<file path="src/rtl/spart_msg_link.sv">
// Message framing between the game controller and the spart byte UART.
// TX wraps a 32-bit message as SYNC/4 payload bytes/XOR checksum; RX hunts, checks and unwraps.
//
// state       | meaning
// ------------+-----------------------------------------------------------
// TX_IDLE     | ready for a new message
// TX_ISSUE    | waiting for tbr, then pulses send_tx with byte[idx]
// TX_HOLD     | one cycle after send_tx; tbr still reflects the old byte
// TX_DRAIN    | waiting for spart to finish the byte, then advance idx
// RX_HUNT     | discarding bytes until SYNC
// RX_PAYLOAD  | assembling four payload bytes, MSB first
// RX_CSUM     | comparing the checksum byte against the assembled payload
module spart_msg_link #(
    parameter logic [7:0] SYNC        = 8'hA5,
    parameter int         TIMEOUT_CYC = 40000
) (
    input  logic        clk,
    input  logic        rst_n,
    input  logic [31:0] tx_msg,
    input  logic        tx_valid,
    output logic        tx_ready,
    output logic [31:0] rx_msg,
    output logic        rx_valid,
    output logic        rx_err,
    output logic        rx_err_type,
    output logic        send_tx,
    output logic [7:0]  tx_data,
    input  logic        tbr,
    input  logic [7:0]  rx_data,
    input  logic        rda
);

    localparam int TW = $clog2(TIMEOUT_CYC + 1);
    localparam logic [TW-1:0] TMAX = TW'(TIMEOUT_CYC);

    typedef enum logic [1:0] {TX_IDLE, TX_ISSUE, TX_HOLD, TX_DRAIN} tx_state_t;
    typedef enum logic [1:0] {RX_HUNT, RX_PAYLOAD, RX_CSUM} rx_state_t;

    tx_state_t tx_state, tx_state_nxt;
    logic [31:0] tx_buf;
    logic [7:0]  tx_csum;
    logic [2:0]  tx_idx;
    logic [7:0]  tx_byte;
    logic        tx_load, tx_fire, tx_adv;

    rx_state_t rx_state, rx_state_nxt;
    logic [31:0]   rx_asm;
    logic [1:0]    rx_cnt;
    logic [TW-1:0] rx_timer;
    logic [7:0]    rx_asm_csum;
    logic          rx_shift, rx_good, rx_bad, rx_tmo;

    assign tx_ready = (tx_state == TX_IDLE);

    always_comb begin
        case (tx_idx)
            3'd0:    tx_byte = SYNC;
            3'd1:    tx_byte = tx_buf[31:24];
            3'd2:    tx_byte = tx_buf[23:16];
            3'd3:    tx_byte = tx_buf[15:8];
            3'd4:    tx_byte = tx_buf[7:0];
            default: tx_byte = tx_csum;
        endcase
    end

    always_comb begin
        tx_state_nxt = tx_state;
        tx_load      = 1'b0;
        tx_fire      = 1'b0;
        tx_adv       = 1'b0;
        case (tx_state)
            TX_IDLE: if (tx_valid) begin
                tx_load      = 1'b1;
                tx_state_nxt = TX_ISSUE;
            end
            TX_ISSUE: if (tbr) begin
                tx_fire      = 1'b1;
                tx_state_nxt = TX_HOLD;
            end
            TX_HOLD: tx_state_nxt = TX_DRAIN;
            TX_DRAIN: if (tbr) begin
                tx_adv       = 1'b1;
                tx_state_nxt = (tx_idx == 3'd5) ? TX_IDLE : TX_ISSUE;
            end
            default: tx_state_nxt = TX_IDLE;
        endcase
    end

    always_ff @(posedge clk or negedge rst_n) begin
        if (!rst_n) begin
            tx_state <= TX_IDLE;
            tx_buf   <= '0;
            tx_csum  <= '0;
            tx_idx   <= '0;
            send_tx  <= 1'b0;
            tx_data  <= '0;
        end else begin
            tx_state <= tx_state_nxt;
            send_tx  <= tx_fire;
            if (tx_load) begin
                tx_buf  <= tx_msg;
                tx_csum <= tx_msg[31:24] ^ tx_msg[23:16] ^ tx_msg[15:8] ^ tx_msg[7:0];
                tx_idx  <= '0;
            end
            if (tx_fire) tx_data <= tx_byte;
            if (tx_adv)  tx_idx  <= tx_idx + 3'd1;
        end
    end

    assign rx_asm_csum = rx_asm[31:24] ^ rx_asm[23:16] ^ rx_asm[15:8] ^ rx_asm[7:0];

    // A byte arriving in the expiry cycle takes priority over the timeout.
    always_comb begin
        rx_state_nxt = rx_state;
        rx_shift     = 1'b0;
        rx_good      = 1'b0;
        rx_bad       = 1'b0;
        rx_tmo       = 1'b0;
        case (rx_state)
            RX_HUNT: if (rda && rx_data == SYNC) rx_state_nxt = RX_PAYLOAD;
            RX_PAYLOAD: begin
                if (rda) begin
                    rx_shift = 1'b1;
                    if (rx_cnt == 2'd3) rx_state_nxt = RX_CSUM;
                end else if (rx_timer == TMAX) begin
                    rx_tmo       = 1'b1;
                    rx_state_nxt = RX_HUNT;
                end
            end
            RX_CSUM: begin
                if (rda) begin
                    if (rx_data == rx_asm_csum) rx_good = 1'b1;
                    else                        rx_bad  = 1'b1;
                    rx_state_nxt = RX_HUNT;
                end else if (rx_timer == TMAX) begin
                    rx_tmo       = 1'b1;
                    rx_state_nxt = RX_HUNT;
                end
            end
            default: rx_state_nxt = RX_HUNT;
        endcase
    end

    always_ff @(posedge clk or negedge rst_n) begin
        if (!rst_n) begin
            rx_state    <= RX_HUNT;
            rx_asm      <= '0;
            rx_cnt      <= '0;
            rx_timer    <= '0;
            rx_msg      <= '0;
            rx_valid    <= 1'b0;
            rx_err      <= 1'b0;
            rx_err_type <= 1'b0;
        end else begin
            rx_state <= rx_state_nxt;
            rx_valid <= rx_good;
            rx_err   <= rx_bad | rx_tmo;
            if (rx_state == RX_HUNT) rx_cnt <= '0;
            else if (rx_shift)       rx_cnt <= rx_cnt + 2'd1;
            if (rx_shift) rx_asm <= {rx_asm[23:0], rx_data};
            if (rx_good)  rx_msg <= rx_asm;
            if (rx_bad)   rx_err_type <= 1'b0;
            if (rx_tmo)   rx_err_type <= 1'b1;
            if (rx_state == RX_HUNT || rda) rx_timer <= '0;
            else if (rx_timer != TMAX)      rx_timer <= rx_timer + 1'b1;
        end
    end

endmodule

</file>
<file path="config.mk">
export PLATFORM = sky130hd
export DESIGN_NAME = spart_msg_link
export DESIGN_NICKNAME = d
export VERILOG_FILES = /design/src/rtl/spart_msg_link.sv
export SDC_FILE = /design/constraint.sdc
export NUM_CORES = 1
export LEC_CHECK = 0
export BUFFER_PORTS_ARGS = -buffer_cell sky130_fd_sc_hd__buf_2
export CAP_MARGIN = 20
export CORE_MARGIN = 2
export CORE_UTILIZATION = 62
export DETAILED_ROUTE_END_ITERATION = 12
export GPL_TIMING_DRIVEN = 0
export PLACE_DENSITY = 0.85
export SETUP_SLACK_MARGIN = 0.4
export SLEW_MARGIN = 0
export SYNTH_ARGS = -nofsm -noshare
export SYNTH_HDL_FRONTEND = slang
export SYNTH_SLANG_ARGS = --single-unit
</file>
<file path="constraint.sdc">
create_clock -name clk -period 5.8 [get_ports clk]
set_input_delay 0.87 -clock clk [delete_from_list [all_inputs] [get_ports clk]]
set_output_delay 0.87 -clock clk [all_outputs]
set_load 0.01 [all_outputs]
</file>
==> results.yml <==
run_status:
  status: "complete, no violations"
min_path:
  min-delay-path-class: "in -> async"
setup_path:
  crit_required_ns: 6.20
  reg2regPathDepth: 9
  worst_ep_arrival_time_ns: 2.99
  r2r-start: "tx_idx[2]"
  critPathKind: "reg -> reg"
  rrSetupSlack_ns: 3.21
  cp-end-kind: "register"
  worstReg2RegEnd: "tx_data[7]"
  crit_fanout: 10
  startpoint_type: "register"
grt:
  grt_usage_pct: 28.33
  grt_pass1_wl_mm: 24.09
  antenna_found_initial: 0
  gr-usage-met3_pct: 7.235
  busiest_layer: "met2"
  met1_usage_pct: 35.21
  grt_max_degree: 81
  met2_usage_pct: 47.56
  grt-ovfl-total: 0
  grt_pass1_vias: 4731
flow_run:
  max-cap-violations: 0
clocking:
  cts_tree: "yes"
  postCtsHoldBufs: 0
  ctsLongestPathBuffers: 2
  htreeDepth: 4
  postCtsSetupBuffers: 0
  numCtsBuffers: 17
  cts-resized-gates: 0
  clkTransAtPathRegs_ns: 0.06
  clkSinkCount: 141
  root_buffer: "clkbuf_8"
  clock_latency_ns: 0.53
layout:
  fin_util_pct: 76.34
  multi_input_area_um2: 2788
  fin_nets: 676
  seqCellArea_um2: 3528
  num-fill-cells: 611
  drive_above_1_share_pct: 35.45
  syn_to_final_growth_pct: 21.13
  antenna_cells: 0
synth:
  syn_area_um2: 6447
  synth-seq-cells: 141
  yosys-top-cells-area: "dfrtp_1, mux2_2, xnor2_1, ha_1, xnor3_1"
  synth_top_area_cell: "dfrtp_1"
  synthesis.nets: 567
  yosysUniqueCellTypes: 43
  yosys_warnings: 0
  async_flop_share_pct: 100.0
  yosysTopAreaCellShare_pct: 54.73
  yosysSeqAreaShare_pct: 54.73
  syn_area_per_cell_um2: 12.72
  synthFlopType: "dfrtp_1"
  synth_edf_count: 0
  synth_cells: 507
floorplanning:
  initial_core_util_pct: 63.02
  rows: 37
  io_pins: 90
  dieArea_um2: 11230
  die_y_um: 106.0
  die_x_um: 106.0
  core_um2: 10230
timing:
  hold_viol: 0
  slew_headroom_pct: 50.76
  setup_viol: 0
  finalCriticalPeriod_ns: 2.585
  tightest_slew_ns: 0.7386
  clock_skew_ns: 0.009367
  max_freq_mhz: 386.8
  fin_ws_ns: 3.215
  tns_ns: 0
  drv_slew: 0
  hold_slack_ns: 0.3820
  rsz0062_at_grt: "no"
  fin_crit_sh_pct: 44.57
routing:
  dr.pass1.iters: 5
  drcViolationCount: 0
  vias: 4566
  detail_route.wl_per_cell_um: 19.53
  drt_iter0_markers: 350
  postRouteAntennaNets: 0
  viasPerCell: 5.969
  wl_mm: 14.94
place:
  hpwl_mm: 9.566
  gp_congestion: 0.8643
  port_buffers: 89
  dpl_worst_slack_ns: 3.019
power:
  p_per_area_nw_per_um2: 548.8
  leakage_uw: 0.003718
  ir_worst_vdd_mv: 0.3373
## flip-flops by register name, indices dropped and copies added, names as in the netlist
name         count
rx_asm          32
tx_csum          8
tx_data          8
tx_idx           3
rx_msg          32
rx_err_type      1
tx_state         2
rx_state         2
rx_err           1
rx_cnt           2
send_tx          1
rx_valid         1
rx_timer        16
tx_buf          32
## cell usage after synthesis, types with 3 or more instances
cell,count
mux2_2,95
and3_1,3
nor2_1,20
clkbuf_1,13
ha_1,15
nand4_1,6
nor3_1,4
o21ai_0,28
a32oi_1,3
a21oi_1,7
buf_1,3
nand3_1,14
o22ai_1,5
xnor2_1,45
xor2_1,9
inv_1,13
buf_4,3
a22oi_1,5
nand2_1,38
dfrtp_1,141
xnor3_1,8
## critical path, cell delays in order (launching register included)
cell,delay (ns)
dfrtp_1,0.32
clkbuf_1,0.33
clkbuf_1,0.43
inv_1,0.09
ha_1,0.21
clkbuf_1,0.23
a222oi_1,0.41
nand2_1,0.11
o22ai_1,0.21
o21ai_0,0.11
## report_power, final
part | leakage, uW | internal (uW) | switching [uW]
combinational | 0.00157 | 714 | 691
sequential | 0.00180 | 1320 | 266
clock | 0.000343 | 886 | 406
total | 0.00372 | 2920 | 1360
## routing by layer
layer	up-vias	part of all wire [%]
met5	-	0
met4	0	2.4
met3	35	6.5
met2	186	51
met1	2330	40
li1	2015	-
## through the flow
| step | instances | area, um2 | power (uW) |
|---|---|---|---|
| after detailed placement | 733 | 7097 | 2933 |
| final | 765 | 7810 | 4286 |
| after global routing | 765 | 7810 | 4496 |
| after CTS | 765 | 7810 | 4283 |
| after global placement | 732 | 7063 | 2842 |
| after floorplan | 507 | 6447 | 2529 |
## final cells by class
| class | count | area share, % |
|---|---|---|
| Buffer | 19 | 1.057 |
| Clock inverter | 10 | 2.948 |
| Tap cell | 136 | 2.179 |
| Clock buffer | 22 | 6.184 |
| Inverter | 13 | 0.6248 |
| Timing Repair Buffer | 90 | 6.136 |
| Multi-Input combinational cell | 334 | 35.69 |
| Sequential cell | 141 | 45.18 |
## cell usage in the layout (no fill, tap or decap), types with 7 or more instances in the layout
cell type / Yosys / final
xnor3_1: 8 / 8
xor2_1: 9 / 9
nor2_1: 20 / 20
a21oi_1: 7 / 7
nand2_1: 38 / 38
clkbuf_1: 13 / 13
clkbuf_16: 0 / 16
dfrtp_1: 141 / 141
xnor2_1: 45 / 45
buf_2: 0 / 88
ha_1: 15 / 15
inv_1: 13 / 13
mux2_2: 95 / 95
nand3_1: 14 / 14
o21ai_0: 28 / 28
bufinv_16: 0 / 7
## worst max-delay path by stage
stage / startpoint / to / slack, ns / cells past startpoint
final: tx_idx[2] / tx_data[7] / 3.21 / 9
after global routing: tx_idx[2] / tx_data[7] / 2.97 / 9
after CTS: rx_asm[22] / rx_msg[15] / 3.25 / 6
after detailed placement: rx_data[1] / rx_msg[17] / 3.02 / 7
after global placement: rst_n / tx_buf[1] / 2.02 / 1
after floorplan: rx_data[0] / rx_msg[10] / 3.48 / 6
## kinds of logic after synthesis
kind of cell	Yosys count	synth area share, %
mux	97	16.94
flops	141	54.73
fa+ha+maj	15	2.911
simple gates	98	7.161
xor+xnor	62	10.13
compound gates	62	6.094
buf+inv	32	2.038
No activity file was read; power rests on OpenSTA's default activity.
